## src/rtl/riscv_pkg.sv

```systemverilog
`default_nettype none
// ============================================================================
// Module     : riscv_pkg
// Description: Shared RV32I encode/decode definitions. The immediate-format
//              selector codes match the decode side.
//              Contents: imm_fmt_e, OPC_LUI, OPC_ITYPE, INSTR_NOP, sext12().
// Revision   : 1.0 - initial release
// ============================================================================
package riscv_pkg;

  typedef enum logic [2:0] {
    FMT_I  = 3'b000,
    FMT_S  = 3'b001,
    FMT_SB = 3'b010,
    FMT_U  = 3'b011,
    FMT_UJ = 3'b100,
    FMT_SH = 3'b101,
    FMT_LI = 3'b110,
    FMT_R  = 3'b111
  } imm_fmt_e;

  localparam logic [6:0]  OPC_LUI   = 7'b0110111;
  localparam logic [6:0]  OPC_ITYPE = 7'b0010011;
  localparam logic [31:0] INSTR_NOP = 32'h0000_0013;

  // Sign-extend a 12-bit immediate to 32 bits.
  function automatic logic [31:0] sext12(input logic [11:0] v);
    return {{20{v[11]}}, v};
  endfunction

endpackage
`default_nettype wire

```

## src/rtl/instr_pack.sv

```systemverilog
`default_nettype none
// ============================================================================
// Module     : instr_pack
// Description: Combinational RV32I packer and immediate range checker.
//              Ports: i_fmt, i_opcode, i_rd, i_rs1, i_rs2, i_funct3, i_funct7,
//                     i_imm (in); o_instr, o_err (out).
//              o_instr is the raw packed word; the caller substitutes the NOP
//              when o_err is set. FMT_LI is never presented here (the top
//              splits it into U and I halves) and falls back to R packing.
// Revision   : 1.0 - initial release
// ============================================================================
module instr_pack
  import riscv_pkg::*;
(
  input  imm_fmt_e    i_fmt,
  input  logic [6:0]  i_opcode,
  input  logic [4:0]  i_rd,
  input  logic [4:0]  i_rs1,
  input  logic [4:0]  i_rs2,
  input  logic [2:0]  i_funct3,
  input  logic [6:0]  i_funct7,
  input  logic [31:0] i_imm,
  output logic [31:0] o_instr,
  output logic        o_err
);

  // Signed range checks reduce to "all upper bits equal the sign bit".
  logic w_fits12;
  logic w_fits13;
  logic w_fits21;

  assign w_fits12 = (i_imm[31:11] == {21{i_imm[31]}});
  assign w_fits13 = (i_imm[31:12] == {20{i_imm[31]}});
  assign w_fits21 = (i_imm[31:20] == {12{i_imm[31]}});

  always_comb begin
    o_instr = {i_funct7, i_rs2, i_rs1, i_funct3, i_rd, i_opcode};
    o_err   = 1'b0;
    case (i_fmt)
      FMT_I: begin
        o_instr = {i_imm[11:0], i_rs1, i_funct3, i_rd, i_opcode};
        o_err   = !w_fits12;
      end
      FMT_S: begin
        o_instr = {i_imm[11:5], i_rs2, i_rs1, i_funct3, i_imm[4:0], i_opcode};
        o_err   = !w_fits12;
      end
      FMT_SB: begin
        o_instr = {i_imm[12], i_imm[10:5], i_rs2, i_rs1, i_funct3,
                   i_imm[4:1], i_imm[11], i_opcode};
        o_err   = !w_fits13 || i_imm[0];
      end
      FMT_U: begin
        o_instr = {i_imm[31:12], i_rd, i_opcode};
        o_err   = (i_imm[11:0] != 12'h000);
      end
      FMT_UJ: begin
        o_instr = {i_imm[20], i_imm[10:1], i_imm[11], i_imm[19:12], i_rd, i_opcode};
        o_err   = !w_fits21 || i_imm[0];
      end
      FMT_SH: begin
        o_instr = {i_funct7, i_imm[4:0], i_rs1, i_funct3, i_rd, i_opcode};
        o_err   = (i_imm[31:5] != 27'd0);
      end
      default: begin
        o_instr = {i_funct7, i_rs2, i_rs1, i_funct3, i_rd, i_opcode};
        o_err   = 1'b0;
      end
    endcase
  end

endmodule
`default_nettype wire

```

## src/rtl/instr_encoder.sv

```systemverilog
`default_nettype none
// ============================================================================
// Module     : instr_encoder
// Description: RV32I instruction encoder with LI pseudo-op expansion and a
//              running byte-address tag on every emitted word.
//              Inputs : clk, rst, in_valid, in_fmt, in_opcode, in_rd, in_rs1,
//                       in_rs2, in_funct3, in_funct7, in_imm, addr_load,
//                       addr_base, out_ready
//              Outputs: in_ready, out_valid, out_instr, out_addr, out_err
// Revision   : 1.0 - initial release
// ============================================================================
module instr_encoder
  import riscv_pkg::*;
#(
  parameter int WIDTH     = 32,
  parameter int ADDR_STEP = 4
) (
  input  logic             clk,
  input  logic             rst,
  input  logic             in_valid,
  output logic             in_ready,
  input  logic [2:0]       in_fmt,
  input  logic [6:0]       in_opcode,
  input  logic [4:0]       in_rd,
  input  logic [4:0]       in_rs1,
  input  logic [4:0]       in_rs2,
  input  logic [2:0]       in_funct3,
  input  logic [6:0]       in_funct7,
  input  logic [WIDTH-1:0] in_imm,
  input  logic             addr_load,
  input  logic [WIDTH-1:0] addr_base,
  output logic             out_valid,
  input  logic             out_ready,
  output logic [WIDTH-1:0] out_instr,
  output logic [WIDTH-1:0] out_addr,
  output logic             out_err
);

  typedef enum logic [0:0] {
    S_IDLE = 1'b0,
    S_LI2  = 1'b1
  } state_e;

  state_e           r_state;
  logic [WIDTH-1:0] r_pc;
  logic [4:0]       r_li_rd;   // pending ADDI: destination register
  logic [11:0]      r_li_lo;   // pending ADDI: low 12 immediate bits

  // LI split: lo is the sign-extended low part, hi rounds up so that
  // (hi << 12) + lo reproduces the full value.
  logic [WIDTH-1:0] w_li_lo;
  logic [WIDTH-1:0] w_li_hi_imm;
  logic             w_li_single;
  logic             w_is_li;

  assign w_li_lo     = sext12(in_imm[11:0]);
  assign w_li_hi_imm = (in_imm + 32'h0000_0800) & 32'hFFFF_F000;
  assign w_li_single = (w_li_lo == in_imm);
  assign w_is_li     = (in_fmt == FMT_LI);

  // Packer operand mux: the pending ADDI in S_LI2, the LUI/ADDI half of an
  // LI request, or the request fields unchanged.
  imm_fmt_e    w_fmt;
  logic [6:0]  w_opcode;
  logic [4:0]  w_rd;
  logic [4:0]  w_rs1;
  logic [4:0]  w_rs2;
  logic [2:0]  w_funct3;
  logic [6:0]  w_funct7;
  logic [31:0] w_imm;
  logic [31:0] w_instr;
  logic        w_err;

  always_comb begin
    w_fmt    = imm_fmt_e'(in_fmt);
    w_opcode = in_opcode;
    w_rd     = in_rd;
    w_rs1    = in_rs1;
    w_rs2    = in_rs2;
    w_funct3 = in_funct3;
    w_funct7 = in_funct7;
    w_imm    = in_imm;
    if (r_state == S_LI2) begin
      w_fmt    = FMT_I;
      w_opcode = OPC_ITYPE;
      w_rd     = r_li_rd;
      w_rs1    = r_li_rd;
      w_funct3 = 3'b000;
      w_imm    = sext12(r_li_lo);
    end else if (w_is_li) begin
      w_funct3 = 3'b000;
      w_rs1    = 5'd0;
      if (w_li_single) begin
        w_fmt    = FMT_I;
        w_opcode = OPC_ITYPE;
        w_imm    = in_imm;
      end else begin
        w_fmt    = FMT_U;
        w_opcode = OPC_LUI;
        w_imm    = w_li_hi_imm;
      end
    end
  end

  instr_pack u_pack (
    .i_fmt    (w_fmt),
    .i_opcode (w_opcode),
    .i_rd     (w_rd),
    .i_rs1    (w_rs1),
    .i_rs2    (w_rs2),
    .i_funct3 (w_funct3),
    .i_funct7 (w_funct7),
    .i_imm    (w_imm),
    .o_instr  (w_instr),
    .o_err    (w_err)
  );

  logic w_accept;
  logic w_load;

  assign in_ready = (r_state == S_IDLE) && (!out_valid || out_ready);
  assign w_accept = in_valid && in_ready;
  // In S_LI2 the LUI is in the output register; its consumption frees the
  // slot for the pending ADDI.
  assign w_load   = w_accept || ((r_state == S_LI2) && out_ready);

  always_ff @(posedge clk or posedge rst) begin
    if (rst) begin
      r_state   <= S_IDLE;
      r_pc      <= '0;
      r_li_rd   <= '0;
      r_li_lo   <= '0;
      out_valid <= 1'b0;
      out_instr <= '0;
      out_addr  <= '0;
      out_err   <= 1'b0;
    end else begin
      if (w_load) begin
        out_valid <= 1'b1;
        out_instr <= w_err ? INSTR_NOP : w_instr;
        out_err   <= w_err;
        out_addr  <= r_pc;
      end else if (out_ready) begin
        out_valid <= 1'b0;
      end

      // A load that coincides with an emitted word still tags that word
      // with the old counter value.
      if (addr_load) begin
        r_pc <= addr_base;
      end else if (w_load) begin
        r_pc <= r_pc + WIDTH'(ADDR_STEP);
      end

      case (r_state)
        S_IDLE: begin
          if (w_accept && w_is_li && !w_li_single) begin
            r_state <= S_LI2;
            r_li_rd <= in_rd;
            r_li_lo <= in_imm[11:0];
          end
        end
        S_LI2: begin
          if (out_ready) begin
            r_state <= S_IDLE;
          end
        end
        default: r_state <= S_IDLE;
      endcase
    end
  end

endmodule
`default_nettype wire
```

## config.mk

```make
export PLATFORM = sky130hd
export DESIGN_NAME = instr_encoder
export DESIGN_NICKNAME = d
export VERILOG_FILES = /design/src/rtl/riscv_pkg.sv /design/src/rtl/instr_pack.sv /design/src/rtl/instr_encoder.sv
export SDC_FILE = /design/constraint.sdc
export NUM_CORES = 1
export LEC_CHECK = 0
export CORE_ASPECT_RATIO = 1.25
export CORE_MARGIN = 3
export CORE_UTILIZATION = 51
export CTS_BUF_LIST = sky130_fd_sc_hd__clkbuf_4 sky130_fd_sc_hd__clkbuf_8 sky130_fd_sc_hd__clkbuf_16
export DETAILED_ROUTE_END_ITERATION = 8
export HOLD_SLACK_MARGIN = 0.03
export PLACE_DENSITY_LB_ADDON = 0.08
export SLEW_MARGIN = 10
export SYNTH_ARGS = -nofsm -noshare
export SYNTH_HDL_FRONTEND = slang
export SYNTH_SLANG_ARGS = --single-unit
```

## constraint.sdc

```tcl
create_clock -name clk -period 4.4 [get_ports clk]
set_input_delay 0.88 -clock clk [delete_from_list [all_inputs] [get_ports clk]]
set_output_delay 0.88 -clock clk [all_outputs]
set_load 0.02 [all_outputs]
```

==> results <==
- The via count of the first global-routing pass is 7432.
- Buffers added to address setup during post-CTS repair amount to 0.
- In the final design database the tool counted 1152 nets.
- The synthesized design contains 116 register bits.
- When the netlist entered floorplanning its net count stood at 941.
- The top cell types in the final layout, fill and taps aside, are sky130_fd_sc_hd__nand2_1 (218), sky130_fd_sc_hd__clkdlybuf4s50_1 (169), sky130_fd_sc_hd__dfrtp_1 (115).
- The origin of the worst min-delay path is out_instr[11].
- The instance area after placement is 9370 um^2.
- The total grt overflow is 0.
- The die is 111 um wide.
- The number of sinks handled by clock tree synthesis is 116.
- The detail route stage leaves a number of antenna-violating nets equal to 0.
- STA classifies the critical path endpoint as a register.
- The final period utilization is 96.6%.
- The overall die height is 137 um.
- The max-cap check violation count is 0.
- Counting tap cells, the placed design contains a total of 1198 instances.
- The utilization after layout is 74.5%.
- The final setup violation count is 0.
- For this configuration, the core starts out at a cell density of 52.6%.
- The setup slack after layout is 0.150 ns.
- After detailed routing, the average wire length per cell comes to 19.5 um.
- The count of final hold-check violations is 0.
- The fraction of synthesized area in multiplexers is 4.08%.
- The worst vdd rail ir drop is 0.449 mV.
- Summing the areas of all compound-gate instances in the mapped netlist gives 17.6% of the synthesized area.
- The count of input and output buffers is 170.
- The data arrival at the endpoint of the critical path is 4.55 ns.
- Of all flip-flops after synthesis, the portion carrying an async set or reset was 100%.
- The headroom to the max-slew limit is 37.7%.
- STA classifies the critical path startpoint as a primary input.
- In this run the deepest clock path goes through 2 buffers.
- The DRC violation count after routing is 0.
- At the pin with the least slew margin, the transition time is 0.935 ns.
- After Yosys synthesis, full adders, half adders and majority gates account for 0.355% of the synthesized area.
- In the global route stage, overall resource usage came out at 31.3%.
- With fillers left out, the area of the finished cells amounts to 9990 um^2.
- The required time of the critical path is 4.70 ns.
- The worst setup timing slack at the placement stage is -0.302 ns.
- Walking the worst path, the cells encountered are clkdlybuf4s50_1 > or4_1 > o22ai_4 > and4_4 > o21ai_1 > a211o_1 > or4_4 > a2111oi_4 > a2111oi_4 > buf_12 > o41ai_1.
- In this design, the stage delay of the slowest critical-path cell is 0.61 ns.
- The flip-flop cell with the highest count after synthesis is sky130_fd_sc_hd__dfrtp_1.
- The routed layout has 7347 vias.
- The area growth from synthesis to layout is 41.6%.
- After technology mapping, the gate count stands at 835.
- The fraction of final layout cells sized beyond drive strength 1 is 14.5%.
- After detailed routing, the total wire length is 24000 um.
- The flow ran to the end, and the final reports show no timing, DRC or antenna violations.
- The initial antenna violation count came to 0.
- After clock tree synthesis, the clock-pin slew on the worst setup and hold paths is 0.06 ns.
- The clock latency on the worst-skew pair is 0.42 ns.
- The level count of the clock H-tree is 4.
- TritonCTS built the clock tree.
- Among all stages on the critical path, the largest delay is contributed by sky130_fd_sc_hd__or4_1.
- For this run, the number of standard cells in the final layout without fillers is 1230.
- The die covers 15300 um^2.
- The first detailed-routing pass took 8 iterations.
- The highest fanout seen on the critical path is 33.
- The most numerous cell type found on the critical path is sky130_fd_sc_hd__a2111oi_4.
- The Yosys warning count is 0.
- The most critical setup path has its startpoint at in_imm[11].
- The critical path contains buffers and inverters numbering 2 combined.
- Dividing the detail-routed via count by the number of cells gives 5.97.
- The number of DRC markers after the initial detailed-route iteration is 669.
- The power per standard cell area is 375 nW/um^2.
- The number of distinct library cells after synthesis is 70.
- The share of synthesized area in the top cell type comes to 41.1%.
- The floorplan has 47 rows.
- The number of hold buffers added after cts is 0.
- The synthesized netlist occupies a cell area of 7050 um^2.
- The pin count of the biggest net entering global routing is 64.
- The dominant cell type by area after synthesis is sky130_fd_sc_hd__dfrtp_1.
- The core outline area is 13400 um^2.
- The register area share after synthesis is 41.1%.
- The max-slew violation count is 0.
- The tightest min-delay check is of the reg -> reg type.
- The post-detailed-placement half-perimeter wirelength is 17700 um.
- The most frequent standard cell in the layout excluding fill and tap cells is sky130_fd_sc_hd__nand2_1.
- Counting flops with a built-in enable in the synthesized netlist gives 0.
- By area the synthesized netlist is led by sky130_fd_sc_hd__dfrtp_1 (41%), sky130_fd_sc_hd__nand2_1 (12%), sky130_fd_sc_hd__o21ai_0 (4.1%).
- The number of inserted filler cells in the final layout is 923.
- In this run the critical register-to-register path is launched from r_li_lo[6].
- Pin placement for this block handled 171 I/O pins.
- Routability-driven placement finished with a final weighted congestion of 0.912.
- On the critical path the largest part of the delay comes from compound AO/OA/AOI/OAI gates.
- Of the total synthesized cell area, the portion taken by AND, OR, NAND and NOR gates is 27.2%.
- The critical path is of the in -> reg type.
- The maximum achievable frequency is 235 MHz.
- Setup repair after global routing left no endpoint under its margin.
- The static leakage is 4.21 nW.
- The first global-routing pass estimated 38200 um of wire.
- The buffer cell driving the clock tree root is sky130_fd_sc_hd__clkbuf_16.
- The worst clock skew is 0.0110 ns.
- Counting I/O delays and the setup requirement, the final critical path takes 4.25 ns.
- The repair_antennas step left the layout with diodes totalling 0.
- The parity-gate share of the synthesized area counting xor and xnor cells is 5.84%.
- In this run the mean area of a mapped cell was 8.45 um^2.
- The total clock buffers created by CTS is 17.
- The largest family of logic cells by synthesized area is simple AND/OR/NAND/NOR gates.
final timing paths:
kind                                      end  slack, ns  depth (start not counted)
worst max-delay path             out_instr[2]       0.15                         11
worst min-delay path            out_instr[11]       0.47                          2
worst max register to register   out_instr[2]       0.93                          9
worst min register to register  out_instr[11]       0.47                          2
max in group asynchronous          r_li_lo[2]       2.69                          3
min in group asynchronous        out_instr[3]       0.93                          2
worst register-to-register path, cell delays in order, from the launching register on:
cell and delay [ns]:
sky130_fd_sc_hd__dfrtp_1 0.39, sky130_fd_sc_hd__or4_1 0.53, sky130_fd_sc_hd__o41ai_1 0.39, sky130_fd_sc_hd__a31oi_1 0.11
sky130_fd_sc_hd__a211o_1 0.27, sky130_fd_sc_hd__or4_4 0.55, sky130_fd_sc_hd__a2111oi_4 0.37, sky130_fd_sc_hd__a2111oi_4 0.14
sky130_fd_sc_hd__buf_12 0.20, sky130_fd_sc_hd__o41ai_1 0.39
sequential cells by signal (all words and copies together) (netlist names):
name / count
r_state: 1
r_li_lo: 12
out_err: 1
out_instr: 32
out_addr: 32
out_valid: 1
r_li_rd: 5
r_pc: 32
repair_timing:
item,in CTS,in global routing
setup endpoints to repair,0,6
resized for setup,0,5
endpoints found under the hold margin,0,0
per-layer routing:
layer,wire length (um),vias to the layer above,GRT usage [%]
met5,0,-,0
met4,1050,0,15.5
met3,1760,73,7.21
met2,12300,382,55.3
met1,8910,3489,35.9
li1,-,3403,-
layout make-up:
| type | instances | area [um^2] | area share [%] |
|---|---|---|---|
| multi-input combinational | 657 | 3940 | 39.4 |
| timing repair buffer | 248 | 2320 | 23.2 |
| clock inverter | 15 | 161 | 1.62 |
| inverter | 6 | 25.0 | 0.251 |
| sequential | 116 | 2900 | 29.1 |
| tap | 171 | 214 | 2.14 |
| clock buffer | 17 | 425 | 4.26 |
cell usage after synthesis (3+ instances only):
cell	count
sky130_fd_sc_hd__a211oi_1	3
sky130_fd_sc_hd__a221oi_1	9
sky130_fd_sc_hd__and3_1	21
sky130_fd_sc_hd__or3_1	8
sky130_fd_sc_hd__o21a_1	5
sky130_fd_sc_hd__nand3b_1	4
sky130_fd_sc_hd__xnor2_1	24
sky130_fd_sc_hd__nand2_1	218
sky130_fd_sc_hd__a21oi_1	19
sky130_fd_sc_hd__nand3_1	26
sky130_fd_sc_hd__buf_1	6
sky130_fd_sc_hd__buf_2	6
sky130_fd_sc_hd__xor2_1	23
sky130_fd_sc_hd__nor3b_1	4
sky130_fd_sc_hd__nand4_1	22
sky130_fd_sc_hd__nand2b_1	5
sky130_fd_sc_hd__nor4_1	11
sky130_fd_sc_hd__inv_1	5
sky130_fd_sc_hd__or4_1	5
sky130_fd_sc_hd__nor2b_1	8
sky130_fd_sc_hd__a21o_1	5
sky130_fd_sc_hd__o21ai_0	58
sky130_fd_sc_hd__o31ai_1	28
sky130_fd_sc_hd__mux2i_1	4
sky130_fd_sc_hd__and2_1	11
sky130_fd_sc_hd__buf_6	3
sky130_fd_sc_hd__o32a_1	3
sky130_fd_sc_hd__nor2_1	40
sky130_fd_sc_hd__o41ai_1	6
sky130_fd_sc_hd__a31oi_1	7
sky130_fd_sc_hd__nor3_1	6
sky130_fd_sc_hd__dfrtp_1	116
sky130_fd_sc_hd__and4_1	6
sky130_fd_sc_hd__clkbuf_1	41
sky130_fd_sc_hd__mux2_2	22
where the power goes:
part / internal [W] / switching (W) / leakage, nW
Clock: 0.000806 / 0.000576 / 0.282
Combinational: 0.000472 / 0.000524 / 2.48
Sequential: 0.00124 / 0.000132 / 1.45
Total: 0.00251 / 0.00123 / 4.21
stage by stage:
step / setup TNS, ns / hold slack [ns] / total power (W)
floorplan: 0 / 0.435 / 0.00187
global placement: -4.33 / 0.444 / 0.00233
detailed placement: -5.24 / 0.462 / 0.00237
CTS: 0 / 0.478 / 0.00375
global route: 0 / 0.499 / 0.00390
finish: 0 / 0.473 / 0.00375
kinds of logic after synthesis:
family / count (synthesis)
mux: 26
compound gates: 176
simple gates: 406
buf+inv: 62
xor+xnor: 47
flops: 116
fa+ha+maj: 2
Note: power is estimated with default switching activity, not from simulation.
